`src/rtl/i2s_apb_scheduler_if.sv`:
```
`default_nettype none
// =============================================================================
// i2s_apb_scheduler_if
// Stream, APB master and status signals of the I2S APB scheduler.
// Revision: 1.0
// =============================================================================
interface i2s_apb_scheduler_if;
  logic        cfg_valid;
  logic [31:0] cfg_data;
  logic        cfg_ready;
  logic        tx_valid;
  logic [31:0] tx_data;
  logic        tx_ready;
  logic        tx_full;
  logic        rx_ready;
  logic        rx_empty;
  logic        rx_valid;
  logic [31:0] rx_data;
  logic        psel;
  logic        penable;
  logic        pwrite;
  logic [31:0] paddr;
  logic [31:0] pwdata;
  logic [31:0] prdata;
  logic        pready;
  logic        busy;
  logic [15:0] tx_count;
  logic [15:0] rx_count;
  logic        err;

  // Scheduler side
  modport master (
    input  cfg_valid, cfg_data, tx_valid, tx_data, tx_full, rx_ready, rx_empty,
    input  prdata, pready,
    output cfg_ready, tx_ready, rx_valid, rx_data,
    output psel, penable, pwrite, paddr, pwdata,
    output busy, tx_count, rx_count, err
  );

  // Stream sources / APB slave side
  modport slave (
    output cfg_valid, cfg_data, tx_valid, tx_data, tx_full, rx_ready, rx_empty,
    output prdata, pready,
    input  cfg_ready, tx_ready, rx_valid, rx_data,
    input  psel, penable, pwrite, paddr, pwdata,
    input  busy, tx_count, rx_count, err
  );
endinterface
`default_nettype wire

```
`src/rtl/i2s_apb_scheduler.sv`:
```
`default_nettype none
// =============================================================================
// i2s_apb_scheduler
// APB master arbitrating config writes, TX samples and RX reads into one I2S_top.
// Optional: define I2S_SCHED_TIMEOUT_EN to abort ACCESS after TIMEOUT cycles.
// Revision: 1.0
// =============================================================================
module i2s_apb_scheduler #(
  parameter logic [31:0] BASE_ADDR = 32'h0,
  parameter logic [31:0] CTRL_OFS  = 32'h0,
  parameter logic [31:0] TXD_OFS   = 32'h4,
  parameter logic [31:0] RXD_OFS   = 32'h8,
  parameter int unsigned TIMEOUT   = 16
) (
  input wire                  pclk,
  input wire                  preset,
  i2s_apb_scheduler_if.master bus
);

`ifdef I2S_SCHED_TIMEOUT_EN
  localparam bit TIMEOUT_EN = 1'b1;
`else
  localparam bit TIMEOUT_EN = 1'b0;
`endif
  localparam int unsigned TO_W = (TIMEOUT > 1) ? $clog2(TIMEOUT) : 1;

  typedef enum logic [1:0] {
    ST_IDLE   = 2'd0,
    ST_SETUP  = 2'd1,
    ST_ACCESS = 2'd2
  } state_t;

  typedef enum logic [1:0] {
    REQ_CFG = 2'd0,
    REQ_TX  = 2'd1,
    REQ_RX  = 2'd2
  } req_t;

  state_t          state_q, state_d;
  req_t            kind_q, kind_d;
  logic            last_rx_q, last_rx_d;
  logic [31:0]     paddr_q, paddr_d;
  logic [31:0]     pwdata_q, pwdata_d;
  logic            pwrite_q, pwrite_d;
  logic [31:0]     rx_data_q, rx_data_d;
  logic            rx_valid_q, rx_valid_d;
  logic [15:0]     tx_count_q, tx_count_d;
  logic [15:0]     rx_count_q, rx_count_d;
  logic [TO_W-1:0] to_cnt_q, to_cnt_d;
  logic            err_q, err_d;

  logic elig_tx, elig_rx;
  logic cfg_grant, tx_grant, rx_grant;
  logic timeout_hit;

  always_comb begin
    state_d    = state_q;
    kind_d     = kind_q;
    last_rx_d  = last_rx_q;
    paddr_d    = paddr_q;
    pwdata_d   = pwdata_q;
    pwrite_d   = pwrite_q;
    rx_data_d  = rx_data_q;
    rx_valid_d = 1'b0;
    tx_count_d = tx_count_q;
    rx_count_d = rx_count_q;
    to_cnt_d   = '0;
    err_d      = 1'b0;
    cfg_grant  = 1'b0;
    tx_grant   = 1'b0;
    rx_grant   = 1'b0;

    elig_tx     = bus.tx_valid & ~bus.tx_full;
    elig_rx     = bus.rx_ready & ~bus.rx_empty;
    timeout_hit = TIMEOUT_EN & ~bus.pready & (to_cnt_q == TO_W'(TIMEOUT - 1));

    unique case (state_q)
      ST_IDLE: begin
        // Config wins outright; TX and RX alternate when both are eligible.
        if (bus.cfg_valid)           cfg_grant = 1'b1;
        else if (elig_tx && elig_rx) begin
          tx_grant = last_rx_q;
          rx_grant = ~last_rx_q;
        end
        else if (elig_tx)            tx_grant = 1'b1;
        else if (elig_rx)            rx_grant = 1'b1;

        if (cfg_grant) begin
          kind_d   = REQ_CFG;
          paddr_d  = BASE_ADDR + CTRL_OFS;
          pwdata_d = bus.cfg_data;
          pwrite_d = 1'b1;
          state_d  = ST_SETUP;
        end else if (tx_grant) begin
          kind_d    = REQ_TX;
          paddr_d   = BASE_ADDR + TXD_OFS;
          pwdata_d  = bus.tx_data;
          pwrite_d  = 1'b1;
          last_rx_d = 1'b0;
          state_d   = ST_SETUP;
        end else if (rx_grant) begin
          kind_d    = REQ_RX;
          paddr_d   = BASE_ADDR + RXD_OFS;
          pwrite_d  = 1'b0;
          last_rx_d = 1'b1;
          state_d   = ST_SETUP;
        end
      end
      ST_SETUP: state_d = ST_ACCESS;
      ST_ACCESS: begin
        if (bus.pready) begin
          state_d = ST_IDLE;
          if (kind_q == REQ_TX) tx_count_d = tx_count_q + 16'd1;
          if (kind_q == REQ_RX) begin
            rx_count_d = rx_count_q + 16'd1;
            rx_data_d  = bus.prdata;
            rx_valid_d = 1'b1;
          end
        end else if (timeout_hit) begin
          // Abandoned transfer: nothing counted, nothing delivered.
          state_d = ST_IDLE;
          err_d   = 1'b1;
        end else begin
          to_cnt_d = to_cnt_q + TO_W'(1);
        end
      end
      default: state_d = ST_IDLE;
    endcase
  end

  always_ff @(posedge pclk or posedge preset) begin
    if (preset) begin
      state_q    <= ST_IDLE;
      kind_q     <= REQ_CFG;
      last_rx_q  <= 1'b1;
      paddr_q    <= '0;
      pwdata_q   <= '0;
      pwrite_q   <= 1'b0;
      rx_data_q  <= '0;
      rx_valid_q <= 1'b0;
      tx_count_q <= '0;
      rx_count_q <= '0;
      to_cnt_q   <= '0;
      err_q      <= 1'b0;
    end else begin
      state_q    <= state_d;
      kind_q     <= kind_d;
      last_rx_q  <= last_rx_d;
      paddr_q    <= paddr_d;
      pwdata_q   <= pwdata_d;
      pwrite_q   <= pwrite_d;
      rx_data_q  <= rx_data_d;
      rx_valid_q <= rx_valid_d;
      tx_count_q <= tx_count_d;
      rx_count_q <= rx_count_d;
      to_cnt_q   <= to_cnt_d;
      err_q      <= err_d;
    end
  end

  assign bus.cfg_ready = cfg_grant;
  assign bus.tx_ready  = tx_grant;
  assign bus.rx_valid  = rx_valid_q;
  assign bus.rx_data   = rx_data_q;
  assign bus.psel      = (state_q != ST_IDLE);
  assign bus.penable   = (state_q == ST_ACCESS);
  assign bus.pwrite    = pwrite_q;
  assign bus.paddr     = paddr_q;
  assign bus.pwdata    = pwdata_q;
  assign bus.busy      = (state_q != ST_IDLE);
  assign bus.tx_count  = tx_count_q;
  assign bus.rx_count  = rx_count_q;
  assign bus.err       = TIMEOUT_EN ? err_q : 1'b0;

endmodule
`default_nettype wire
```
`src/flat_wrapper.sv`:
```
// flat-port wrapper written by rule: the top's interface ports become plain ports
module i2s_apb_scheduler_flat 
#(
  parameter logic [31:0] BASE_ADDR = 32'h0,
  parameter logic [31:0] CTRL_OFS  = 32'h0,
  parameter logic [31:0] TXD_OFS   = 32'h4,
  parameter logic [31:0] RXD_OFS   = 32'h8,
  parameter int unsigned TIMEOUT   = 16
)
  (pclk, preset, bus_cfg_valid, bus_cfg_data, bus_tx_valid, bus_tx_data, bus_tx_full, bus_rx_ready, bus_rx_empty, bus_prdata, bus_pready, bus_cfg_ready, bus_tx_ready, bus_rx_valid, bus_rx_data, bus_psel, bus_penable, bus_pwrite, bus_paddr, bus_pwdata, bus_busy, bus_tx_count, bus_rx_count, bus_err);
  i2s_apb_scheduler_if bus_i ();
  input wire pclk;
  input wire preset;
  input wire logic [$bits(bus_i.cfg_valid)-1:0] bus_cfg_valid;
  input wire logic [$bits(bus_i.cfg_data)-1:0] bus_cfg_data;
  input wire logic [$bits(bus_i.tx_valid)-1:0] bus_tx_valid;
  input wire logic [$bits(bus_i.tx_data)-1:0] bus_tx_data;
  input wire logic [$bits(bus_i.tx_full)-1:0] bus_tx_full;
  input wire logic [$bits(bus_i.rx_ready)-1:0] bus_rx_ready;
  input wire logic [$bits(bus_i.rx_empty)-1:0] bus_rx_empty;
  input wire logic [$bits(bus_i.prdata)-1:0] bus_prdata;
  input wire logic [$bits(bus_i.pready)-1:0] bus_pready;
  output wire logic [$bits(bus_i.cfg_ready)-1:0] bus_cfg_ready;
  output wire logic [$bits(bus_i.tx_ready)-1:0] bus_tx_ready;
  output wire logic [$bits(bus_i.rx_valid)-1:0] bus_rx_valid;
  output wire logic [$bits(bus_i.rx_data)-1:0] bus_rx_data;
  output wire logic [$bits(bus_i.psel)-1:0] bus_psel;
  output wire logic [$bits(bus_i.penable)-1:0] bus_penable;
  output wire logic [$bits(bus_i.pwrite)-1:0] bus_pwrite;
  output wire logic [$bits(bus_i.paddr)-1:0] bus_paddr;
  output wire logic [$bits(bus_i.pwdata)-1:0] bus_pwdata;
  output wire logic [$bits(bus_i.busy)-1:0] bus_busy;
  output wire logic [$bits(bus_i.tx_count)-1:0] bus_tx_count;
  output wire logic [$bits(bus_i.rx_count)-1:0] bus_rx_count;
  output wire logic [$bits(bus_i.err)-1:0] bus_err;
  assign bus_i.cfg_valid = bus_cfg_valid;
  assign bus_i.cfg_data = bus_cfg_data;
  assign bus_i.tx_valid = bus_tx_valid;
  assign bus_i.tx_data = bus_tx_data;
  assign bus_i.tx_full = bus_tx_full;
  assign bus_i.rx_ready = bus_rx_ready;
  assign bus_i.rx_empty = bus_rx_empty;
  assign bus_i.prdata = bus_prdata;
  assign bus_i.pready = bus_pready;
  assign bus_cfg_ready = bus_i.cfg_ready;
  assign bus_tx_ready = bus_i.tx_ready;
  assign bus_rx_valid = bus_i.rx_valid;
  assign bus_rx_data = bus_i.rx_data;
  assign bus_psel = bus_i.psel;
  assign bus_penable = bus_i.penable;
  assign bus_pwrite = bus_i.pwrite;
  assign bus_paddr = bus_i.paddr;
  assign bus_pwdata = bus_i.pwdata;
  assign bus_busy = bus_i.busy;
  assign bus_tx_count = bus_i.tx_count;
  assign bus_rx_count = bus_i.rx_count;
  assign bus_err = bus_i.err;
  i2s_apb_scheduler #(.BASE_ADDR(BASE_ADDR), .CTRL_OFS(CTRL_OFS), .TXD_OFS(TXD_OFS), .RXD_OFS(RXD_OFS), .TIMEOUT(TIMEOUT)) u_core (.pclk(pclk), .preset(preset), .bus(bus_i));
endmodule
```
`config.mk`:
```
export PLATFORM = sky130hd
export DESIGN_NAME = i2s_apb_scheduler_flat
export DESIGN_NICKNAME = d
export VERILOG_FILES = /design/src/rtl/i2s_apb_scheduler_if.sv /design/src/rtl/i2s_apb_scheduler.sv /design/src/flat_wrapper.sv
export SDC_FILE = /design/constraint.sdc
export NUM_CORES = 1
export LEC_CHECK = 0
export BUFFER_PORTS_ARGS = -buffer_cell sky130_fd_sc_hd__buf_4
export CORE_UTILIZATION = 46
export CTS_CLUSTER_DIAMETER = 40
export CTS_CLUSTER_SIZE = 8
export DETAILED_ROUTE_END_ITERATION = 7
export MAX_ROUTING_LAYER = met4
export PLACE_DENSITY_LB_ADDON = 0.15
export SYNTH_ARGS = -nofsm -noshare
export SYNTH_HDL_FRONTEND = slang
export SYNTH_SLANG_ARGS = --single-unit
```
`constraint.sdc`:
```
create_clock -name pclk -period 3.73 [get_ports pclk]
set_input_delay 0.373 -clock pclk [delete_from_list [all_inputs] [get_ports pclk]]
set_output_delay 0.373 -clock pclk [all_outputs]
set_load 0.01 [all_outputs]
```
## Word-level counts from Yosys, hierarchy flattened

Index checks and enable logic that the tools add are counted.

- Multiplexer cells: 34
- Add/sub/neg operators: 2
- Equal/unequal tests: 6
- Reductions and logical operators: 12
- Bitwise operators: 6

Operators with widths:

| kind | number |
|---|---|
| $mux W32 | 5 |
| $add A16 B1 Y16 const B | 2 |
| $mux W1 | 21 |
| $mux W2 | 7 |
| $reduce_and A3 Y1 | 3 |
| $pmux W2 S3 | 1 |
| $reduce_and A2 Y1 | 3 |
| $reduce_bool A2 Y1 | 3 |
| $eq A2 B1 Y1 const B | 2 |
| $eq A2 B2 Y1 const B | 2 |
| $ne A4 B3 Y1 const B | 1 |
| $not A1 Y1 | 4 |
| $reduce_bool A3 Y1 | 1 |
| $and A1 B1 Y1 | 2 |
| $logic_not A2 Y1 | 1 |
| $ne A2 B2 Y1 const B | 1 |
| $logic_and A1 B1 Y1 | 1 |

- Input port bits: 104
- Register bits after elaboration: 135

## Logic depth before layout (Yosys ltp)

Gate-level depths: netlist of run 1.

- Depth in word-level cells: 11
- Depth in mapped cells: 7
- Depth with buffers taken out: 5

## Worst setup path before layout of run 1

No wires, ideal clock.

- Kind: register to register
- From: reg u_core.bus.paddr[2] (netlist name)
- To: reg u_core.rx_count_q[7] (netlist: u_core.bus.rx_count[7])
- Required time: 3604 ps
- Data arrival time: 1489 ps
- Buffers on the path: 0
- Stages on the path, launching flop included: 5
- Setup time: 126 ps
- Slack: 2115 ps
- Clock period less this slack: 1615 ps
- Cell sequence: dfrtp_1 > and4bb_1 > nand2_1 > or4_4 > xnor2_2

RTL lines:

| what | RTL line | RTL |
|---|---|---|
| end signal: assignment | i2s_apb_scheduler.sv:155 | `rx_count_q <= rx_count_d;` |
| end: declaration | i2s_apb_scheduler.sv:48 | `logic [15:0] rx_count_q, rx_count_d;` |

==> impl_metrics.ini, run 1 <==
[worst_setup_path]
crit_path_start_kind = flop
critPathSlowestCell = inv_2
cp.required_ns = 3.98
path_max_fanout = 38
end_kind = flop
path_class = reg -> reg
critPathArrivalTime_ns = 2.34
cp_top_family = buffers and inverters
critical_path_depth = 6
max_stage_delay_ns = 0.50
cp_num_buf_inv = 2
critical_path.cell_chain = and4bb_1, nand2_1, buf_4, inv_2, nand4_1, xnor2_1
r2r_cells = 6

[run]
cap_violations = 0

[clock_tree]
h-tree-depth = 3
cts_tree = built
post_cts_resized = 0
post_cts_buffers = 0
cts.sinks = 103
clkLatencyLatePin_ns = 0.37
clock-root-buffer = clkbuf_8
max-clock-path-buffers = 2
path_clk_slew_ns = 0.10
cts_inserted_buffers = 9
postCtsHoldBufs = 0

[drt]
drtPass1Iterations = 4
drt-initial-drc-count = 149
viasPerCell = 4.77
dr_total_vias = 3729
wirelength_mm = 11.1
remaining_drc_errors = 0
routedWlPerCell_um = 14.3
ant_nets = 0

[placement]
portBuffers = 208
place_area_um2 = 6330
place.gp.congestion = 0.732
dp.cells = 765
hpwl_mm = 8.22

[layout]
seq_area_um2 = 2580
fill_cells = 836
finalInstanceArea_um2 = 6560
fin_cells = 781
area_growth_pct = 37.0
multiInputGateArea_um2 = 1960
final_common_cell = buf_4
fin_nets = 749
drive_above_1_share = 0.458
n_antenna_cell = 0
final_cell_mix = 211 x buf_4, 113 x nand2_1, 102 x dfrtp_1, 64 x mux2_2, 31 x conb_1

[timing]
fmax_ghz = 0.479
hold_viol_final = 0
relSlewSlack = 0.355
setup_viol = 0
clock-skew-final_ns = 0.00808
tightestPinTransition_ns = 0.968
timing.final.crit_period_ns = 2.09
tns_ns = 0
report.final.slew_viol_count = 0
rsz0062_at_grt = false
period_share = 0.560

[die]
die_area_um2 = 10800
ios = 240
design.core.area_um2 = 9950
die_w_um = 104
initial_core_util = 0.481
die_h_um = 104
rows = 36

[outcome]
outcome = completed

[yosys]
ys_ff_latch = 103
synth_cell_type_count = 38
ys_seq_area_frac = 0.538
yosysWarnings = 0
syn_inst = 437
netlist_area_um2 = 4790
avgSynthCellArea_um2 = 11.0

[pwr]
power.leakage_nw = 3.46
power_density_nw_per_um2 = 631
ir_drop_v = 0.000343

[global_route]
antenna_found_initial = 0
grt_pass1_vias = 3678
grt_pass1_wl_mm = 17.9
grt_max_degree = 81
overflow = 0
grtUsageTotal = 0.213

[worst_hold_path]
whs_path_depth = 3
hold_class = in -> reg
-- layer usage --
layer  GRT usage  vias to the layer above  wire, µm
met2       0.356                      145      5760
met4      0.0755                        0       159
met5           -                        -         0
met1       0.251                     1770      4630
li1            -                     1799         -
met3      0.0508                       15       579
-- area by class of cell --
class / instances / share of cell area
Sequential cell: 103 / 0.393
Multi-Input combinational cell: 308 / 0.299
Tap cell: 133 / 0.0254
Inverter: 10 / 0.00610
Clock buffer: 10 / 0.0210
Clock inverter: 6 / 0.0139
Timing Repair Buffer: 211 / 0.241
-- synth_stat cells --
master / instances / area, µm²
nand2_1: 113 / 424
dfrtp_1: 102 / 2550
mux2_2: 64 / 721
buf_4: 32 / 240
nor2_1: 16 / 60.1
xor2_1: 15 / 131
xnor2_1: 14 / 123
inv_1: 9 / 33.8
nand4_1: 9 / 56.3
nand3_1: 7 / 35.0
buf_2: 6 / 30.0
clkbuf_1: 5 / 18.8
nor3_1: 5 / 25.0
nand2b_1: 4 / 25.0
and3_1: 3 / 18.8
and4_1: 3 / 26.3
buf_6: 3 / 33.8
o21ai_0: 3 / 15.0
a22oi_1: 2 / 15.0
ha_1: 2 / 25.0
nand3b_1: 2 / 15.0
o21a_1: 2 / 15.0
a21oi_1: 1 / 5.00
a22o_1: 1 / 8.76
and2_1: 1 / 6.26
and3b_1: 1 / 8.76
and4bb_1: 1 / 12.5
conb_1: 1 / 3.75
dfstp_2: 1 / 26.3
inv_2: 1 / 3.75
mux2_1: 1 / 11.3
nor2b_1: 1 / 6.26
nor3b_1: 1 / 7.51
nor4_1: 1 / 6.26
o32a_1: 1 / 10.0
or2_2: 1 / 6.26
or4_4: 1 / 11.3
xnor2_2: 1 / 16.3
-- worst paths after layout --
path / to / slack (ns) / start
max: u_core.bus.rx_count[3] / 1.64 / u_core.bus.paddr[2]
min: u_core.bus.rx_data[12] / 0.19 / bus_prdata[12]
max reg2reg: u_core.bus.rx_count[3] / 1.64 / u_core.bus.paddr[2]
min reg2reg: u_core.bus.rx_count[15] / 0.47 / u_core.bus.rx_count[15]
max in group asynchronous: u_core.last_rx_q / 2.55 / preset
min in group asynchronous: u_core.bus.pwdata[5] / 0.24 / preset
-- worst register-to-register path, stage by stage, from the launching register on --
cell and delay (ns):
dfrtp_1 0.45, and4bb_1 0.35, nand2_1 0.07, buf_4 0.26
inv_2 0.51, nand4_1 0.20, xnor2_1 0.16
-- logic make-up (layout without fill, tap and decap cells) --
| family | Yosys count | after routing | synth area share |
|---|---|---|---|
| simple gates | 170 | 170 | 0.157 |
| flops | 103 | 103 | 0.538 |
| mux | 65 | 65 | 0.153 |
| buf+inv | 56 | 237 | 0.0752 |
| xor+xnor | 30 | 30 | 0.0564 |
| compound gates | 10 | 10 | 0.0144 |
| fa+ha+maj | 2 | 2 | 0.00522 |
| other cells | 1 | 31 | 0.000783 |
-- sequential cells by signal (all words and copies together) (netlist names) --
signal,flops
u_core.bus.tx_count,16
u_core.bus.rx_count,16
u_core.bus.paddr,2
u_core.bus.rx_data,32
u_core.state_q,2
u_core.bus.pwdata,32
u_core.bus.pwrite,1
u_core.last_rx_q,1
u_core.bus.rx_valid,1
-- where the power goes --
part           internal (mW)  total (mW)  switching (mW)  leakage [nW]
combinational          0.872        1.58           0.709          2.03
sequential              1.50        1.77           0.265          1.31
clock                  0.401       0.790           0.388         0.117
-- metrics by stage --
stage,power [mW],utilization,setup slack [ns],hold WS (ns)
CTS,4.19,0.659,1.64,0.171
global placement,3.34,0.636,1.70,0.458
detailed placement,3.38,0.636,1.65,0.460
global route,4.38,0.659,1.47,0.169
finish,4.14,0.659,1.64,0.189
floorplan,2.56,-,0.655,0.478
(Power assumes the default switching activity.)
==> inputs of run 2 (changes only) <==
==> constraint.sdc (replaced) <==
create_clock -name pclk -period 2 [get_ports pclk]
set_input_delay 0.2 -clock pclk [delete_from_list [all_inputs] [get_ports pclk]]
set_output_delay 0.2 -clock pclk [all_outputs]
set_load 0.01 [all_outputs]
==> impl_metrics.ini, run 2 (synthesis results as in run 1) <==
[outcome]
outcome = completed

[global_route]
grt_pass1_vias = 3745
antenna_found_initial = 0
grtUsageTotal = 0.215
grt_pass1_wl_mm = 18.2
overflow = 0
grt_max_degree = 55

[clock_tree]
max-clock-path-buffers = 2
path_clk_slew_ns = 0.10
cts.sinks = 103
postCtsHoldBufs = 0
cts_inserted_buffers = 9
cts_tree = built
h-tree-depth = 3
clock-root-buffer = clkbuf_8
post_cts_resized = 0
post_cts_buffers = 0
clkLatencyLatePin_ns = 0.36

[layout]
fin_nets = 752
drive_above_1_share = 0.462
n_antenna_cell = 0
fin_cells = 784
area_growth_pct = 37.1
final_cell_mix = 212 x buf_4, 113 x nand2_1, 102 x dfrtp_1, 64 x mux2_2, 31 x conb_1
final_common_cell = buf_4

[worst_setup_path]
critical_path.cell_chain = and4bb_1, nand2_1, buf_4, inv_2, nand4_1, xnor2_1
crit_path_start_kind = flop
rrSetupSlack_ns = 0.20
rr_startpoint = u_core.bus.paddr[2]
cp.required_ns = 2.24
r2r_cells = 6
rr_endpoint = u_core.bus.rx_count[3]
critPathSlowestCell = dfrtp_1
path_max_fanout = 25
end_kind = flop
path_class = reg -> reg
max_stage_delay_ns = 0.43
critPathArrivalTime_ns = 2.04

[die]
die_h_um = 104
rows = 36
die_w_um = 104
initial_core_util = 0.481
design.core.area_um2 = 9950
die_area_um2 = 10800
ios = 240

[timing]
clock-skew-final_ns = 0.0123
setup_viol = 0
period_share = 0.902
hold_viol_final = 0
rsz0062_at_grt = false
fmax_ghz = 0.554
report.final.slew_viol_count = 0
tns_ns = 0
tightestPinTransition_ns = 0.679
timing.final.crit_period_ns = 1.80
relSlewSlack = 0.547

[drt]
ant_nets = 0
drtPass1Iterations = 4
routedWlPerCell_um = 14.1
remaining_drc_errors = 0
viasPerCell = 4.72
wirelength_mm = 11.1
drt-initial-drc-count = 180
dr_total_vias = 3704

[placement]
hpwl_mm = 8.48
place.gp.congestion = 0.755
dp.cells = 768
portBuffers = 208

[run]
cap_violations = 0

[pwr]
power_density_nw_per_um2 = 1140
power.leakage_nw = 3.45
ir_drop_v = 0.000615

[worst_hold_path]
hold_class = in -> async
## run 2: cell count changes in the layout (fill, tap and decap cells not counted), sizes merged
| cell | delta |
|---|---|
| clkinv | +1 |
| bufinv | -2 |
| inv | -1 |
| clkinvlp | +2 |
| buf | +3 |
## run 2: metrics by stage
stage	util	hold WS, ns	setup slack [ns]	total power, mW	instance area (µm²)
2_1_floorplan	-	0.305	0.385	4.77	4910
3_3_place_gp	0.641	0.389	0.275	6.28	6380
3_5_place_dp	0.641	0.394	0.175	6.36	6380
4_1_cts	0.659	0.0134	0.117	7.58	6560
5_1_grt	0.660	0.0148	0.0639	7.99	6570
6_report	0.660	0.0254	0.196	7.50	6570
## run 2: cell type report
cell class                      instances  area (µm²)
Fill cell                             799        3390
Clock buffer                           10         138
Multi-Input combinational cell        308        1970
Clock inverter                          6        43.8
Sequential cell                       103        2580
Tap cell                              133         166
Timing Repair Buffer                  214        1630
Inverter                               10        41.3
## run 2: worst max path at each step
| stage | startpoint | end | slack [ns] | cells after the start |
|---|---|---|---|---|
| floorplan | u_core.bus.paddr[2] | u_core.bus.rx_count[7] | 0.38 | 4 |
| global placement | u_core.bus.paddr[2] | u_core.bus.rx_count[3] | 0.27 | 6 |
| detailed placement | u_core.bus.paddr[2] | u_core.bus.rx_count[3] | 0.17 | 6 |
| CTS | u_core.state_q[0] | bus_tx_ready | 0.12 | 4 |
| global route | u_core.bus.paddr[2] | u_core.bus.rx_count[3] | 0.06 | 6 |
| finish | u_core.bus.paddr[2] | u_core.bus.rx_count[3] | 0.20 | 6 |
## run 2: critical path: cells and delay by family, from the launching register on
kind                      cells  cell delay [ns]
DFF                           1             0.43
and+or+nand+nor               3             0.60
xor gates and xnor gates      1             0.16
buffers and inverters         2             0.49
## run 2: metal layers
metal / track usage / vias up / part of all wire
li1: - / 1790 / -
met1: 0.258 / 1762 / 0.41
met2: 0.365 / 137 / 0.52
met3: 0.0495 / 15 / 0.055
met4: 0.0541 / 0 / 0.013
met5: - / - / 0
## run 2: power by group
group | switching, mW | total [mW] | internal [mW]
Sequential | 0.484 | 3.29 | 2.80
Clock | 0.723 | 1.22 | 0.495
Combinational | 1.34 | 3.00 | 1.66
Total | 2.55 | 7.50 | 4.96
